File: src/rtl/game_pixel_pipe_pkg.sv
`default_nettype none
// ============================================================================
//  Module      : game_pkg
//  Description : Shared definitions for the game pixel pipeline: game-state
//                encodings, fade sequencer states and the full-scale colour
//                helper.
//  Revision    : 1.0  initial release
// ============================================================================
package game_pkg;

    // Game-state encodings as presented on the state input
    localparam logic [1:0] MENU   = 2'b00;
    localparam logic [1:0] ON     = 2'b01;
    localparam logic [1:0] UNUSED = 2'b10;
    localparam logic [1:0] OVER   = 2'b11;

    // Fade transition sequencer
    typedef enum logic [1:0] {
        STEADY   = 2'd0,
        FADE_OUT = 2'd1,
        FADE_IN  = 2'd2
    } fade_state_t;

    // All-ones value for a colour channel of width w (1..8), right-aligned
    function automatic logic [7:0] full_color(input int unsigned w);
        full_color = 8'hFF >> (8 - w);
    endfunction

endpackage
`default_nettype wire

File: src/rtl/game_pixel_pipe_fade_scaler.sv
`default_nettype none
// ============================================================================
//  Module      : fade_scaler
//  Description : One colour channel scaled by the fade level:
//                o_color = (i_color * i_level) >> SHIFT, full product width
//                then truncated. With i_level = 2**SHIFT the input passes
//                through unchanged.
//  Ports       : i_color  [COLOR_W-1:0] channel value
//                i_level  [LEVEL_W-1:0] fade level, 0..2**SHIFT
//                o_color  [COLOR_W-1:0] scaled channel value
//  Revision    : 1.0  initial release
// ============================================================================
module fade_scaler #(
    parameter int COLOR_W = 8,
    parameter int LEVEL_W = 5,
    parameter int SHIFT   = 4
) (
    input  logic [COLOR_W-1:0] i_color,
    input  logic [LEVEL_W-1:0] i_level,
    output logic [COLOR_W-1:0] o_color
);

    localparam int c_prod_w = COLOR_W + LEVEL_W;

    assign o_color = COLOR_W'((c_prod_w'(i_color) * c_prod_w'(i_level)) >> SHIFT);

endmodule
`default_nettype wire

File: src/rtl/game_pixel_pipe.sv
`default_nettype none
// ============================================================================
//  Module      : game_pixel_pipe
//  Description : Two-stage registered pixel colouriser between the VGA timing
//                generator and the colour DAC. Stage 1 picks the scene colour
//                for the currently shown game state, stage 2 applies the fade
//                level and blanking. A game-state change fades the old scene
//                out and the new one in, one level step per frame.
//  Ports       : clk, reset          pixel clock, synchronous active-high reset
//                video_on            active-video flag
//                frame_start         one pulse per frame
//                x_coord, y_coord    pixel coordinates (10 bits each)
//                state               requested game state
//                red, green, blue    colour outputs (COLOR_W bits each)
//                pix_valid           video_on delayed by two cycles
//                busy                fade transition in progress
//  Options     : GAME_PIXEL_BLANK_DEBUG_EN - blanked pixels drive full white
//                instead of black (scope timing aid); ports are unchanged.
//  Revision    : 1.0  initial release
// ============================================================================
module game_pixel_pipe
    import game_pkg::*;
#(
    parameter int COLOR_W      = 8,
    parameter int H_ACTIVE     = 640,
    parameter int V_ACTIVE     = 480,
    parameter int FADE_FRAMES  = 16,
    parameter int BLINK_FRAMES = 30
) (
    input  logic               clk,
    input  logic               reset,
    input  logic               video_on,
    input  logic               frame_start,
    input  logic [9:0]         x_coord,
    input  logic [9:0]         y_coord,
    input  logic [1:0]         state,
    output logic [COLOR_W-1:0] red,
    output logic [COLOR_W-1:0] green,
    output logic [COLOR_W-1:0] blue,
    output logic               pix_valid,
    output logic               busy
);

    localparam int c_shift   = $clog2(FADE_FRAMES);
    localparam int c_level_w = c_shift + 1;

    localparam logic [c_level_w-1:0] c_level_full = c_level_w'(FADE_FRAMES);
    localparam logic [c_level_w-1:0] c_level_one  = c_level_w'(1);

    localparam logic [COLOR_W-1:0] c_full = COLOR_W'(full_color(COLOR_W));
    localparam logic [COLOR_W-1:0] c_zero = '0;
    localparam logic [COLOR_W-1:0] c_dim  = COLOR_W'(1);

    // Scene geometry, all bounds exclusive
    localparam logic [9:0] c_box_x_lo   = 10'(H_ACTIVE / 4);
    localparam logic [9:0] c_box_x_hi   = 10'((3 * H_ACTIVE) / 4);
    localparam logic [9:0] c_box_y_lo   = 10'(V_ACTIVE / 4);
    localparam logic [9:0] c_box_y_hi   = 10'((3 * V_ACTIVE) / 4);
    localparam logic [9:0] c_strip_x_lo = 10'(H_ACTIVE / 8);
    localparam logic [9:0] c_strip_x_hi = 10'((7 * H_ACTIVE) / 8);

    localparam logic [7:0] c_blink_last = 8'(BLINK_FRAMES - 1);

    // ------------------------------------------------------------------
    // Control state
    // ------------------------------------------------------------------
    fade_state_t          r_fsm,   w_fsm_d;
    logic [c_level_w-1:0] r_level, w_level_d;
    logic [1:0]           r_shown, w_shown_d;
    logic [1:0]           r_target, w_target_d;
    logic [7:0]           r_blink_cnt, w_blink_cnt_d;
    logic                 r_blink, w_blink_d;

    always_comb begin
        w_fsm_d    = r_fsm;
        w_level_d  = r_level;
        w_shown_d  = r_shown;
        w_target_d = r_target;

        case (r_fsm)
            STEADY: begin
                w_level_d = c_level_full;
                // The level does not step on the cycle the change is seen
                if (state != r_shown) begin
                    w_target_d = state;
                    w_fsm_d    = FADE_OUT;
                end
            end
            FADE_OUT: begin
                w_target_d = state;
                if (state == r_shown) begin
                    // Request withdrawn: climb back from the current level
                    w_fsm_d = FADE_IN;
                end else if (frame_start) begin
                    if (r_level <= c_level_one) begin
                        // Screen is black: swap scenes behind it
                        w_level_d = '0;
                        w_shown_d = r_target;
                        w_fsm_d   = FADE_IN;
                    end else begin
                        w_level_d = r_level - c_level_one;
                    end
                end
            end
            FADE_IN: begin
                if (state != r_shown) begin
                    w_target_d = state;
                    w_fsm_d    = FADE_OUT;
                end else if (frame_start) begin
                    // Saturate at full scale; also covers an abort before any step
                    if (r_level >= c_level_full - c_level_one) begin
                        w_level_d = c_level_full;
                        w_fsm_d   = STEADY;
                    end else begin
                        w_level_d = r_level + c_level_one;
                    end
                end
            end
            default: begin
                w_fsm_d   = STEADY;
                w_level_d = c_level_full;
            end
        endcase
    end

    // Menu-box blink runs only while the menu is the visible scene
    always_comb begin
        w_blink_cnt_d = r_blink_cnt;
        w_blink_d     = r_blink;
        if (r_shown != MENU) begin
            w_blink_cnt_d = '0;
            w_blink_d     = 1'b1;
        end else if (frame_start) begin
            if (r_blink_cnt == c_blink_last) begin
                w_blink_cnt_d = '0;
                w_blink_d     = ~r_blink;
            end else begin
                w_blink_cnt_d = r_blink_cnt + 8'd1;
            end
        end
    end

    // ------------------------------------------------------------------
    // Stage 1: scene colour
    // ------------------------------------------------------------------
    logic w_in_box, w_in_strip;
    logic [COLOR_W-1:0] w_s1_r, w_s1_g, w_s1_b;

    assign w_in_box   = (x_coord > c_box_x_lo) && (x_coord < c_box_x_hi) &&
                        (y_coord > c_box_y_lo) && (y_coord < c_box_y_hi);
    assign w_in_strip = (x_coord > c_strip_x_lo) && (x_coord < c_strip_x_hi);

    always_comb begin
        w_s1_r = c_zero;
        w_s1_g = c_zero;
        w_s1_b = c_zero;
        case (r_shown)
            MENU: begin
                if (r_blink && w_in_box) w_s1_r = c_full;
                else                     w_s1_b = c_full;
            end
            ON: begin
                if (!w_in_strip) w_s1_g = c_full;
            end
            OVER: begin
                w_s1_r = c_full;
            end
            default: begin
                w_s1_r = c_dim;
                w_s1_g = c_dim;
                w_s1_b = c_dim;
            end
        endcase
    end

    logic [2:0][COLOR_W-1:0] r_s1_col;
    logic                    r_s1_vid;

    // ------------------------------------------------------------------
    // Stage 2: fade scaling and blanking
    // ------------------------------------------------------------------
    logic [2:0][COLOR_W-1:0] w_scaled;
    logic [2:0][COLOR_W-1:0] w_s2_col;

    generate
        for (genvar i = 0; i < 3; i++) begin : g_chan
            fade_scaler #(
                .COLOR_W (COLOR_W),
                .LEVEL_W (c_level_w),
                .SHIFT   (c_shift)
            ) u_scaler (
                .i_color (r_s1_col[i]),
                .i_level (r_level),
                .o_color (w_scaled[i])
            );
        end
    endgenerate

    always_comb begin
        w_s2_col = w_scaled;
        if (!r_s1_vid) begin
`ifdef GAME_PIXEL_BLANK_DEBUG_EN
            w_s2_col = {3{c_full}};
`else
            w_s2_col = {3{c_zero}};
`endif
        end
    end

    logic [2:0][COLOR_W-1:0] r_s2_col;
    logic                    r_pix_valid;
    logic                    r_busy;

    always_ff @(posedge clk) begin
        if (reset) begin
            r_fsm       <= STEADY;
            r_level     <= c_level_full;
            r_shown     <= MENU;
            r_target    <= MENU;
            r_blink_cnt <= '0;
            r_blink     <= 1'b1;
            r_s1_col    <= '0;
            r_s1_vid    <= 1'b0;
            r_s2_col    <= '0;
            r_pix_valid <= 1'b0;
            r_busy      <= 1'b0;
        end else begin
            r_fsm       <= w_fsm_d;
            r_level     <= w_level_d;
            r_shown     <= w_shown_d;
            r_target    <= w_target_d;
            r_blink_cnt <= w_blink_cnt_d;
            r_blink     <= w_blink_d;
            r_s1_col    <= {w_s1_r, w_s1_g, w_s1_b};
            r_s1_vid    <= video_on;
            r_s2_col    <= w_s2_col;
            r_pix_valid <= r_s1_vid;
            r_busy      <= (w_fsm_d != STEADY);
        end
    end

    assign red       = r_s2_col[2];
    assign green     = r_s2_col[1];
    assign blue      = r_s2_col[0];
    assign pix_valid = r_pix_valid;
    assign busy      = r_busy;

endmodule
`default_nettype wire

File: config.mk
export PLATFORM = sky130hd
export DESIGN_NAME = game_pixel_pipe
export DESIGN_NICKNAME = d
export VERILOG_FILES = /design/src/rtl/game_pixel_pipe_pkg.sv /design/src/rtl/game_pixel_pipe_fade_scaler.sv /design/src/rtl/game_pixel_pipe.sv
export SDC_FILE = /design/constraint.sdc
export NUM_CORES = 1
export LEC_CHECK = 0
export BUFFER_PORTS_ARGS = -buffer_cell sky130_fd_sc_hd__buf_2
export CORE_ASPECT_RATIO = 1.2
export CORE_UTILIZATION = 35
export DETAILED_ROUTE_END_ITERATION = 8
export GPL_TIMING_DRIVEN = 1
export PLACE_DENSITY = 0.52
export SLEW_MARGIN = 0
export SYNTH_ARGS = -nofsm -noshare
export SYNTH_HDL_FRONTEND = slang
export SYNTH_SLANG_ARGS = --single-unit
export TNS_END_PERCENT = 20
File: constraint.sdc
create_clock -name clk -period 10.6 [get_ports clk]
set_input_delay 0.53 -clock clk [delete_from_list [all_inputs] [get_ports clk]]
set_output_delay 0.53 -clock clk [all_outputs]
set_load 0.05 [all_outputs]
==> results.tsv <==
metric	value	unit
wl	9447	um
fmax	223.2	MHz
syn_area	4843	sq um
holdCritStartpoint	video_on	
rsz0062_at_grt	false	
ys_ff_latch	53	
status	finished clean	
post_cts_resized	0	
p_leak	2.695	nW
hold_class	input pin to flip-flop	
whs	0.4411	ns
ys_seq_area_frac	0.2191	
rr_endpoint	blue[7]$_SDFF_PP0_	
wl_met2	4694	um
place_area	5230	sq um
power.total	0.0006130	W
dp.cells	761	
routedWlPerCell	12.28	um
tritoncts	built	
floorplan.initialDensity	0.3627	
rr_worst_depth	14	
drc	0	
grt_pass1_wl	16530	um
numPortBuffers	51	
grt.overflow.total	0	
vias	3786	
setup_viol	0	
cts_max_path_buffers	2	
cp.arrival	4.66	ns
yosysWarnings	0	
skew	0.007672	ns
fp.coreArea	13350	sq um
drive_above_1_share	0.1348	
die_h	130.9	um
end_kind	flip-flop	
top_layer	met4	
setup_tns	0	ns
synth-edff-count	0	
crit_path_end	blue[7]$_SDFF_PP0_	
min_period_over_period	0.4227	
final_common_cell	inv_1	
cts_inserted_buffers	5	
synthCells	557	
die_area	14310	sq um
ios	52	
grt_start_max_net_pins	27	
antenna_left	0	
synth_top_flop_cell	dfxtp_1	
first_pass_iters	4	
yosysTopAreaCellShare	0.2191	
die_w	109.4	um
synth-async-reset-ratio	0	
start_kind	flip-flop	
synth_top_area_cell	dfxtp_1	
viasPerCell	4.923	
synth.top_cells.by_area	dfxtp_1 (22%), ha_1 (18%), fa_1 (11%), inv_1 (5.7%), xnor2_1 (4.5%)	
slew_viol_final	0	
finalCriticalPeriod	4.481	ns
synth_fp_nets	678	
peakVddDrop	0.09057	mV
syn_avg_cell_area	8.696	sq um
drtIter0Drc	85	
final_cells	769	
final_hold_viol_count	0	
met1Wirelength	4437	um
ctsHoldBuffers	0	
gp_congestion	0.7915	
layout_common_cells	inv_1 (74), ha_1 (68), dfxtp_1 (53), buf_2 (51), nand2_1 (48)	
areaGrowthSynthToFinish	11.16	%
antenna_found_initial	0	
worstMarginPinSlew	0.6356	ns
yosysUniqueCellTypes	69	
critPathKind	flip-flop to flip-flop	
htree_num_levels	2	
stdcell_area	5384	sq um
crit_path_max_fanout	18	
startpoint	r_level[3]$_SDFFE_PP0P_	
maxCapViolations	0	
grt_pass1_vias	3738	
num_antenna_cells	0	
cts.clk_slew.worst_paths	0.08	ns
row_count	46	
wl_met3	236	um
maxSlewHeadroom	0.5757	
clock-sinks	53	
p_per_area	113.9	nW/um^2
required	10.78	ns
rrSetupSlack	6.12	ns
post-cts-setup-buffer-count	0	
dp_hpwl	7571	um
track_usage	0.1432	
rr_startpoint	r_level[3]$_SDFFE_PP0P_	
fin_nets	721	
clockRootBuffer	clkbuf_16	
clkLatencyLatePin	0.30	ns
[routing by layer]
| metal | up-vias | track usage |
|---|---|---|
| li1 | 1951 | - |
| met3 | 7 | 0.02232 |
| met2 | 47 | 0.2623 |
| met1 | 1781 | 0.1712 |
| met5 | - | 0 |
| met4 | 0 | 0.04157 |
[critical path, stage by stage, from the launching register on]
cell and delay (ns):
dfxtp_1 0.70, nand2_1 0.21, ha_1 0.35, inv_1 0.04
ha_1 0.17, or2_2 0.37, fa_1 0.60, fa_1 0.51
ha_1 0.36, o21a_1 0.13, o21ai_0 0.12, a2111oi_0 0.43
a21oi_1 0.14, xnor2_1 0.19, nor2_1 0.05
[cells in the mapped netlist, types with 2 or more instances]
library cell and number:
a2111oi_2 2, mux2i_1 9, xor2_1 13, dfxtp_1 53
o21a_1 11, o22ai_1 3, nand4_1 5, xnor2_1 25
inv_1 74, o21ai_0 18, fa_1 27, a21o_1 7
buf_4 2, ha_1 68, or3_1 3, nor3_1 13
and2_1 17, a41oi_1 3, nand3_1 5, nand2_1 48
or2_2 4, nor2_1 44, o21bai_1 2, nor4_1 3
buf_2 3, nor2b_1 2, a21boi_0 2, a31oi_1 2
clkbuf_1 9, buf_6 2, and4_1 3, and3_1 4
o31ai_1 2, nand2b_1 4, o21ba_2 3, a211oi_1 3
or3b_1 2, a21oi_1 26
[worst min-delay path by stage]
stage / end / depth (start not counted)
2_1_floorplan: r_blink$_SDFFE_PP1P_ / 2
3_3_place_gp: r_target[1]$_SDFFE_PP0P_ / 2
3_5_place_dp: r_target[1]$_SDFFE_PP0P_ / 2
4_1_cts: r_s1_vid$_SDFF_PP0_ / 2
5_1_grt: r_s1_vid$_SDFF_PP0_ / 2
6_report: r_s1_vid$_SDFF_PP0_ / 2
[where the power goes]
| part | internal [W] | switching (W) |
|---|---|---|
| clock | 0.0000909 | 0.0000842 |
| combinational | 0.0000845 | 0.000119 |
| sequential | 0.000211 | 0.0000231 |
[cells by family (layout without fill, tap and decap cells)]
group           Yosys count  count (layout)  synth area share
compound gates          102             102            0.1509
flops                    53              53            0.2191
simple gates            170             170            0.1803
mux                       9               9           0.01860
buf+inv                  90             134           0.07517
xor+xnor                 38              38           0.06872
fa+ha+maj                95              95            0.2873
[registers in the layout (all words and copies together), names as in the netlist, 2 cells and up]
name	cells
blue	8
green	8
r_blink_cnt	8
r_fsm	2
r_level	5
r_s1_col	6
r_shown	2
r_target	2
red	8
[through the flow]
step,util,setup WS (ns)
2_1_floorplan,-,6.465
3_3_place_gp,0.3917,6.253
3_5_place_dp,0.3917,6.132
4_1_cts,0.4032,6.116
5_1_grt,0.4032,5.695
6_report,0.4032,6.119
[area by class of cell]
| class | instances | area [sq um] |
|---|---|---|
| clock buffers | 5 | 125.1 |
| multi-input cells | 414 | 3418 |
| inverters | 74 | 277.8 |
| well taps | 168 | 210.2 |
| repair buffers | 52 | 262.8 |
| flip-flops and latches | 53 | 1061 |
| fillers | 1364 | 7969 |
| clock inverters | 3 | 28.78 |
Power figures use the tool's default switching activity.
